## config.mk

```make
export PLATFORM = sky130hd
export DESIGN_NAME = vsc_settle_cnt
export DESIGN_NICKNAME = d
export VERILOG_FILES = /design/src/rtl/vsc_settle_cnt.sv
export SDC_FILE = /design/constraint.sdc
export NUM_CORES = 1
export LEC_CHECK = 0
export BUFFER_PORTS_ARGS = -buffer_cell sky130_fd_sc_hd__buf_2
export CAP_MARGIN = 20
export CELL_PAD_IN_SITES_DETAIL_PLACEMENT = 0
export CELL_PAD_IN_SITES_GLOBAL_PLACEMENT = 1
export CORE_AREA = 2 2 39 41
export CTS_BUF_LIST = sky130_fd_sc_hd__clkbuf_16
export CTS_CLUSTER_DIAMETER = 100
export DETAILED_ROUTE_END_ITERATION = 7
export DIE_AREA = 0 0 41 43
export PLACE_DENSITY = 0.51
export SLEW_MARGIN = 30
export SYNTH_ARGS = -nofsm -noshare
export SYNTH_HDL_FRONTEND = slang
export SYNTH_SLANG_ARGS = --single-unit
```

## constraint.sdc

```tcl
create_clock -name clk -period 3.7 [get_ports clk]
set_input_delay 0.37 -clock clk [delete_from_list [all_inputs] [get_ports clk]]
set_output_delay 0.37 -clock clk [all_outputs]
set_load 0.01 [all_outputs]
```

## src/rtl/vsc_settle_cnt.sv

```systemverilog
`default_nettype none
// ============================================================================
// Module      : vsc_settle_cnt
// Description : Down-counter timing the settle window before each sample.
//               load reloads SETTLE-1, tick counts down, expire flags the
//               last settle cycle (count == 0).
// Ports       : clk, rst_n (async, active low), load, tick -> expire
// Revision    : 1.0 - initial release
// ============================================================================
module vsc_settle_cnt #(
    parameter int unsigned SETTLE = 2
) (
    input  wire logic clk,
    input  wire logic rst_n,
    input  wire logic load,
    input  wire logic tick,
    output logic      expire
);

    logic [3:0] r_cnt;

    always_ff @(posedge clk or negedge rst_n) begin
        if (!rst_n) begin
            r_cnt <= 4'd0;
        end else if (load) begin
            r_cnt <= 4'(SETTLE - 1);
        end else if (tick && (r_cnt != 4'd0)) begin
            r_cnt <= r_cnt - 4'd1;
        end
    end

    assign expire = (r_cnt == 4'd0);

endmodule : vsc_settle_cnt
`default_nettype wire

```

Word-level counts from Yosys, hierarchy flattened. Index checks and enable logic that the tools add are counted.

Bits in registers: 4. Bits of input ports: 4. Output and inout port bits: 1. Word-level logic and storage cells: 8.

Add/subtract/negate cells: 1. Muxes and demuxes: 2. Reductions and logical operators: 4.

Operators by type and width (count): 4-bit 2-to-1 mux (2); 4-bit logical NOT (1); 4-bit nonzero test (1); 4-bit by 1-bit subtractor with 4-bit output, second input constant (1); 2-bit nonzero test (1); 1-bit logical AND (1).

Logic depth before layout (Yosys ltp). Gate-level depths: netlist of run 1.

Depth after elaboration: 4. Depth in mapped cells: 5. Gate-level depth less buffers: 5.

Least setup slack after synthesis of run 1. No wires, ideal clock.

Path kind: register -> register. Start point: reg r_cnt[0]. End point: reg r_cnt[1]. Library setup time: 0.125 ns. Arrival: 1.299 ns. Data required time: 3.575 ns. Setup slack: 2.276 ns. Stages on the path, launching flop included: 6. Buffers on the path: 0. Clock period less this slack: 1.424 ns. Path through: dfrtp_1 inv_1 ha_1 nor3b_2 nor2b_1 mux2_2.

Word-level cells in the longest chain between the ends: 3. Elaborated cells on any way between the ends: 6. Those cells by class: 1 x add/sub; 2 x mux; 3 x reduce/logical.

RTL lines: from (decl) (line 20) `logic [3:0] r_cnt;`; from (signal assigned) (line 26) `r_cnt <= 4'(SETTLE - 1);`; from (signal assigned) (line 28) `r_cnt <= r_cnt - 4'd1;`; 4-bit by 1-bit subtractor with 4-bit output / 4-bit nonzero test (equally long branches) (line 28, 27); 4-bit 2-to-1 mux / 1-bit logical AND (equally long branches) (line 27) `end else if (tick && (r_cnt != 4'd0)) begin`; 4-bit 2-to-1 mux / 2-bit nonzero test (equally long branches).

Parallel ways exist; a longest one is shown, timed or not. The select of a mux whose other input is x is not followed. A chain may end at the register's enable or synchronous reset.

Final worst setup path of run 1.
Start point: reg r_cnt[0]. End point: out expire.

Word-level cells in the longest chain between the ends: 1.

RTL lines: 4-bit logical NOT (line 32) `assign expire = (r_cnt == 4'd0);`; to (decl) (line 17) `output logic expire`.

No other way between the ends.

==> qor.csv, run 1 <==
stage;metric;value;unit
run_status;outcome;finished clean;
synth;yosys.area_share.simple;30.5;%
global_route;grt_pass1_wl;807;um
setup_path;crit_type;flip-flop to output port;
setup_path;path_buf_inv;2;
cts;clkLatencyLatePin;220;ps
synth;ys_seq_area_share;40.6;%
cts;post_cts_buffers;0;
synth;synth_compound_area_share;5.58;%
sta;max-slew-margin-rel;82.1;%
setup_path;max_stage_delay;390;ps
synth;avgSynthCellArea;10.3;um2
synth;synth_seq_cells;4;
floorplanning;dieHeight;43;um
setup_path;slowest_stage;dfrtp_1;
sta;min_period_over_period;45.3;%
synth;synth_top_cell_by_area;dfrtp_1;
setup_path;rr_endpoint;r_cnt[1]$_DFFE_PN0P_;
hold_path;hold_path_class;input port to flip-flop;
place;detailed_place_hpwl;359;um
cells_and_area;final_area;372;um2
setup_path;critPathLaunchType;flip-flop;
cells_and_area;largest_reg_flops;4;
synth;synthMuxAreaShare;8.63;%
routing;wl_per_cell;10.0;um
sta;tightest_slew;268;ps
global_route;use_met3;3.14;%
global_route;gr-total-overflow;0;
cells_and_area;drive_gt1_share;37.5;%
global_route;gr-usage-met2;9.38;%
synth;yosys_warnings;0;
synth;synthAdderAreaFrac;10.2;%
pwr;p_leak;0.177;nW
routing;drc_errors;0;
cts;cts_tree;built;
setup_path;crit_arrival;1300;ps
place;place.gp.congestion;0.599;
synth;synth_top_area_share;40.6;%
cts;cts_sinks;4;
floorplanning;start_util;17.8;%
hold_path;hold_depth;2;
place;placed_cell_area;287;um2
setup_path;cp_top_family;flip-flops;
floorplanning;die_w;41;um
routing;finalWirelength;480;um
pwr;p_sw_share;20.1;%
synth;synthTopCellsByCount;dfrtp_1 (4), nor2_1 (4), inv_1 (3);
setup_path;critical_path.startpoint;r_cnt[0]$_DFFE_PN0P_;
global_route;grt_pass1_vias;198;
sta;setup_tns;0;ps
synth;synth_xor_area_share;0;%
sta;whs;406;ps
setup_path;ff2ff_setup_slack;2230;ps
global_route;grt_util_all_layers;7.65;%
routing;vias;185;
cts;cts_made_buffers;3;
pwr;p_comb_share;12.2;%
place;dp.cells;44;
synth;ys.flop_type;dfrtp_1;
cells_and_area;biggestRegsByFlops;r_cnt (4);
global_route;grt-busiest-layer;met4;
routing;drtIter0Drc;3;
global_route;grt_util_met1;8.12;%
floorplanning;core-area;1380;um2
floorplanning;dieArea;1760;um2
cts;ctsResizeCount;0;
synth;synth_top_family_by_area;simple AND/OR/NAND/NOR gates;
setup_path;r2r_start;r_cnt[0]$_DFFE_PN0P_;
cts;htreeDepth;1;
synth;synth_enable_flop_cells;0;
sta;setup_violations;0;
hold_path;min_to;r_cnt[2]$_DFFE_PN0P_;
global_route;antenna_found_initial;0;
pwr;power_frac_seq;21.3;%
pwr;internal_power;0.202;mW
cells_and_area;final_util;26.9;%
cells_and_area;nets;40;
cells_and_area;layout.cells.non_filler;48;
routing;ant_nets;0;
setup_path;cp_max_fo;4;
place;io_buffer_count;4;
synth;ys_top_cells_by_area;dfrtp_1 (41%), ha_1 (10%), nor2_1 (6.1%), or4b_4 (5.6%), nor3b_2 (5.1%);
setup_path;required;3330;ps
synth;synth.distinct_cells;14;
pwr;p_per_area;682;nW/um2
synth;netlist_area;246;um2
setup_path;r2r_cells;5;
cells_and_area;syn2layout_area_growth;50.8;%
sta;hold_viol;0;
cts;clockBufferDepth;2;
cells_and_area;antenna_cells;0;
hold_path;hold_start;load;
routing;vias_per_cell;3.85;
pwr;power_switching;0.0509;mW
global_route;grt_max_degree;8;
routing;dr.pass1.iters;2;
setup_path;path_cells;inv_1, ha_1, nor3b_2, buf_2;
run;maxCapViolCount;0;
floorplanning;io_pins;5;
floorplanning;fp-row-count;14;
synth;synthArstFlopShare;100;%
synth;synthCells;24;
sta;rsz0062_at_grt;false;
synth;synth_nets;30;
cells_and_area;top_register;r_cnt;
pwr;clkPwrFrac;66.6;%
cts;cts_root_buf;clkbuf_16;
setup_path;end_kind;output port;
sta;fin_skew;1.16;ps
pwr;vdd_drop_max;0.000235;V
sta;fmax;597;MHz
sta;period_needed;1670;ps
sta;slew_violations;0;
cts;path_clk_slew;30;ps
worst reg2reg max path, delay by kind of cell, from the launching register on:
family	cells	cell delay [ps]
mux	1	360
buf+inv	1	80
simple gates	2	360
flops	1	360
fa+ha+maj	1	190
worst max path at each step:
stage	endpoint	cells after the start
2_1_floorplan	r_cnt[1]$_DFFE_PN0P_	5
3_5_place_dp	r_cnt[1]$_DFFE_PN0P_	5
5_1_grt	expire	4
6_report	expire	4
3_3_place_gp	r_cnt[1]$_DFFE_PN0P_	5
4_1_cts	expire	4
stage by stage:
step | setup slack [ps] | total power [mW]
finish | 2030 | 0.253
global route | 1890 | 0.267
CTS | 2000 | 0.258
detailed placement | 2220 | 0.0850
global placement | 2210 | 0.0847
floorplan | 2280 | 0.0749
cell families (layout without fill, tap and decap cells):
logic type      count (synthesis)  after routing
compound gates                  2              2
simple gates                   11             11
buf+inv                         3             11
flops                           4              4
mux                             2              2
fa+ha+maj                       2              2
power by group through the flow:
stage                     Combinational, mW  Clock, mW  Sequential (mW)
after global routing                 0.0366      0.176           0.0543
after CTS                            0.0317      0.172           0.0539
after floorplan                      0.0218          0           0.0532
after global placement               0.0305          0           0.0541
after detailed placement             0.0307          0           0.0543
final                                0.0308      0.169           0.0539
layout make-up:
type,count,area (um2)
clock buffer,3,75.1
fill,153,1010
inverter,3,11.3
multi-input combinational,17,135
sequential,4,100
tap,16,20.0
timing repair buffer,5,30.0
repair_timing:
action                                  in CTS  in global routing
endpoints found under the setup margin       0                  0
hold endpoints to repair                     4                  0
hold buffers                                 1                  0
routing by layer:
| metal | vias up | wire, um |
|---|---|---|
| met3 | 0 | 19 |
| met5 | - | 0 |
| met4 | 0 | 0 |
| met1 | 85 | 224 |
| li1 | 97 | - |
| met2 | 3 | 237 |
cell usage in the layout (no fill, tap or decap):
cell           n
a31o_1         1
nor4_2         1
nor3b_2        1
or4b_4         1
inv_1          3
ha_1           2
clkbuf_16      3
dlygate4sd3_1  1
a21oi_1        1
nor2b_1        1
or3_2          1
mux2_2         1
dfrtp_1        4
buf_2          4
nand2_1        2
mux2i_1        1
nor2_1         4
(Power assumes the default switching activity.)
==> run 2: changes to the inputs <==
- ABC_AREA: unset -> 1
- PLACE_DENSITY: 0.51 -> 0.55
- clock period: 3.7 -> 1.7 ns (I/O delays scaled with it)
==> run 2 against run 1 <==
Largest power group unchanged. Final cell count increased by 23%. Worst setup slack got worse by 1700 ps. First-iteration DRC count decreased by 67%. Synthesized area increased by 3.6%. Core utilization increased by 0.63 points. Worst hold slack got worse by 180 ps. Die area unchanged.
==> qor.csv, run 2 <==
stage;metric;value;unit
pwr;p_leak;0.214;nW
floorplanning;start_util;18.4;%
cts;ctsResizeCount;0;
cts;ctsHoldBuffers;1;
sta;min_period_over_period;78.8;%
synth;ys.flop_type;dfrtp_1;
synth;avgSynthCellArea;7.29;um2
cts;cts_sinks;4;
floorplanning;core-area;1380;um2
synth;synthCells;35;
synth;yosys_warnings;0;
routing;finalWirelength;492;um
pwr;vdd_drop_max;0.000636;V
cts;clockBufferDepth;2;
cells_and_area;final_area;380;um2
synth;synthMostInstantiatedCell;nand2_1;
sta;fin_skew;0.925;ps
cts;cts_tree;built;
cts;cts_made_buffers;3;
routing;drc_errors;0;
synth;synth_enable_flop_cells;0;
setup_path;cp_max_fo;5;
synth;synthArstFlopShare;100;%
global_route;gr-total-overflow;0;
floorplanning;io_pins;5;
cells_and_area;nets;51;
run;maxCapViolCount;0;
synth;synthTopCellsByCount;nand2_1 (10), inv_1 (6), dfrtp_1 (4);
global_route;grt_max_degree;6;
synth;synth.distinct_cells;13;
sta;setup_tns;0;ps
setup_path;crit_type;flip-flop to output port;
pwr;p_comb_share;15.2;%
sta;tightest_slew;277;ps
setup_path;critPathLaunchType;flip-flop;
global_route;grt_pass1_wl;903;um
cells_and_area;final_util;27.5;%
sta;period_needed;1340;ps
cells_and_area;biggestRegsByFlops;r_cnt (4);
routing;ant_nets;0;
place;detailed_place_hpwl;387;um
setup_path;required;1530;ps
synth;synth_top_cell_by_area;dfrtp_1;
sta;hold_viol;0;
global_route;grt_util_all_layers;7.58;%
synth;ys_seq_area_share;39.2;%
sta;whs;229;ps
floorplanning;dieHeight;43;um
global_route;antenna_found_initial;0;
cells_and_area;layout_commonest_cell;nand2_1;
sta;rsz0062_at_grt;false;
floorplanning;fp-row-count;14;
floorplanning;dieArea;1760;um2
cells_and_area;drive_gt1_share;25.6;%
run_status;outcome;finished clean;
global_route;grt_pass1_vias;246;
pwr;p_per_area;1470;nW/um2
pwr;p_sw_share;21.1;%
cts;post_cts_buffers;0;
synth;ys_top_cells_by_area;dfrtp_1 (39%), nand2_1 (15%), ha_1 (9.8%), inv_1 (8.8%), nand3_1 (5.9%);
place;place.gp.congestion;0.659;
pwr;power_frac_seq;21.2;%
hold_path;hold_path_class;input port to flip-flop;
synth;synth_seq_cells;4;
place;io_buffer_count;4;
cts;htreeDepth;1;
synth;synth_top_area_share;39.2;%
setup_path;crit_arrival;1170;ps
synth;netlist_area;255;um2
pwr;p_total;0.560;mW
cells_and_area;layout_common_cells;nand2_1 (10), inv_1 (6), buf_2 (4), dfrtp_1 (4);
routing;drtIter0Drc;1;
cells_and_area;largest_reg_flops;4;
cells_and_area;antenna_cells;0;
routing;wl_per_cell;8.34;um
sta;max-slew-margin-rel;81.5;%
sta;setup_violations;0;
cts;clkLatencyLatePin;220;ps
cts;cts_root_buf;clkbuf_16;
sta;fmax;747;MHz
routing;dr.pass1.iters;4;
pwr;power_switching;0.118;mW
floorplanning;die_w;41;um
routing;vias_per_cell;3.88;
pwr;clkPwrFrac;63.6;%
routing;vias;229;
pwr;internal_power;0.442;mW
sta;slew_violations;0;
cts;path_clk_slew;30;ps
synth;synth_nets;41;
place;placed_cell_area;295;um2
setup_path;end_kind;output port;
cells_and_area;top_register;r_cnt;
cells_and_area;syn2layout_area_growth;49.0;%
run 2: final cells by class:
cell class | count | area [um2]
timing repair buffer | 5 | 30.0
multi-input combinational | 24 | 129
clock buffer | 3 | 75.1
tap | 16 | 20.0
sequential | 4 | 100
fill | 153 | 1000
inverter | 7 | 26.3
run 2: layer usage:
layer / share of wire (%) / up-vias / GRT usage (%)
met2: 51 / 2 / 11.6
li1: - / 125 / -
met3: 2.0 / 0 / 1.57
met5: 0 / - / 0
met1: 46 / 102 / 9.51
met4: 0 / 0 / 4.00
run 2: cell families (layout without fill, tap and decap cells):
| family | Yosys count | in the layout | share of synthesized area (%) |
|---|---|---|---|
| AOI/OAI and AO/OA | 2 | 2 | 3.92 |
| adders and majority gates | 2 | 2 | 9.80 |
| buffers and inverters | 7 | 15 | 10.3 |
| DFF | 4 | 4 | 39.2 |
| xor gates and xnor gates | 1 | 1 | 3.43 |
| and+or+nand+nor | 19 | 19 | 33.3 |
run 2: worst paths after layout:
path                                      start              endpoint  slack, ps  cells past startpoint
max in group asynchronous                 rst_n  r_cnt[3]$_DFFE_PN0P_       1280                      2
max                        r_cnt[0]$_DFFE_PN0P_                expire        360                      5
min reg2reg                r_cnt[0]$_DFFE_PN0P_  r_cnt[0]$_DFFE_PN0P_        500                      2
max reg2reg                r_cnt[0]$_DFFE_PN0P_  r_cnt[3]$_DFFE_PN0P_        490                      5
min in group asynchronous                 rst_n  r_cnt[0]$_DFFE_PN0P_        300                      2
min                                        load  r_cnt[1]$_DFFE_PN0P_        230                      4
run 2: stage by stage:
step / setup WS [ps] / instances
4_1_cts: 356 / 59
6_report: 361 / 59
2_1_floorplan: 648 / 35
3_3_place_gp: 460 / 55
3_5_place_dp: 489 / 55
5_1_grt: 285 / 59
run 2: critical path, stage by stage (launching register included):
cell	delay, ps
dfrtp_1	370
inv_1	150
ha_1	190
nand2_1	80
inv_1	50
buf_2	110
run 2: power by group through the flow:
| stage | sequential (mW) | clock, mW | combinational, mW |
|---|---|---|---|
| final | 0.119 | 0.356 | 0.0852 |
| after global routing | 0.121 | 0.372 | 0.0999 |
| after CTS | 0.119 | 0.361 | 0.0861 |
| after detailed placement | 0.120 | 0 | 0.0838 |
| after global placement | 0.120 | 0 | 0.0863 |
| after floorplan | 0.118 | 0 | 0.0623 |
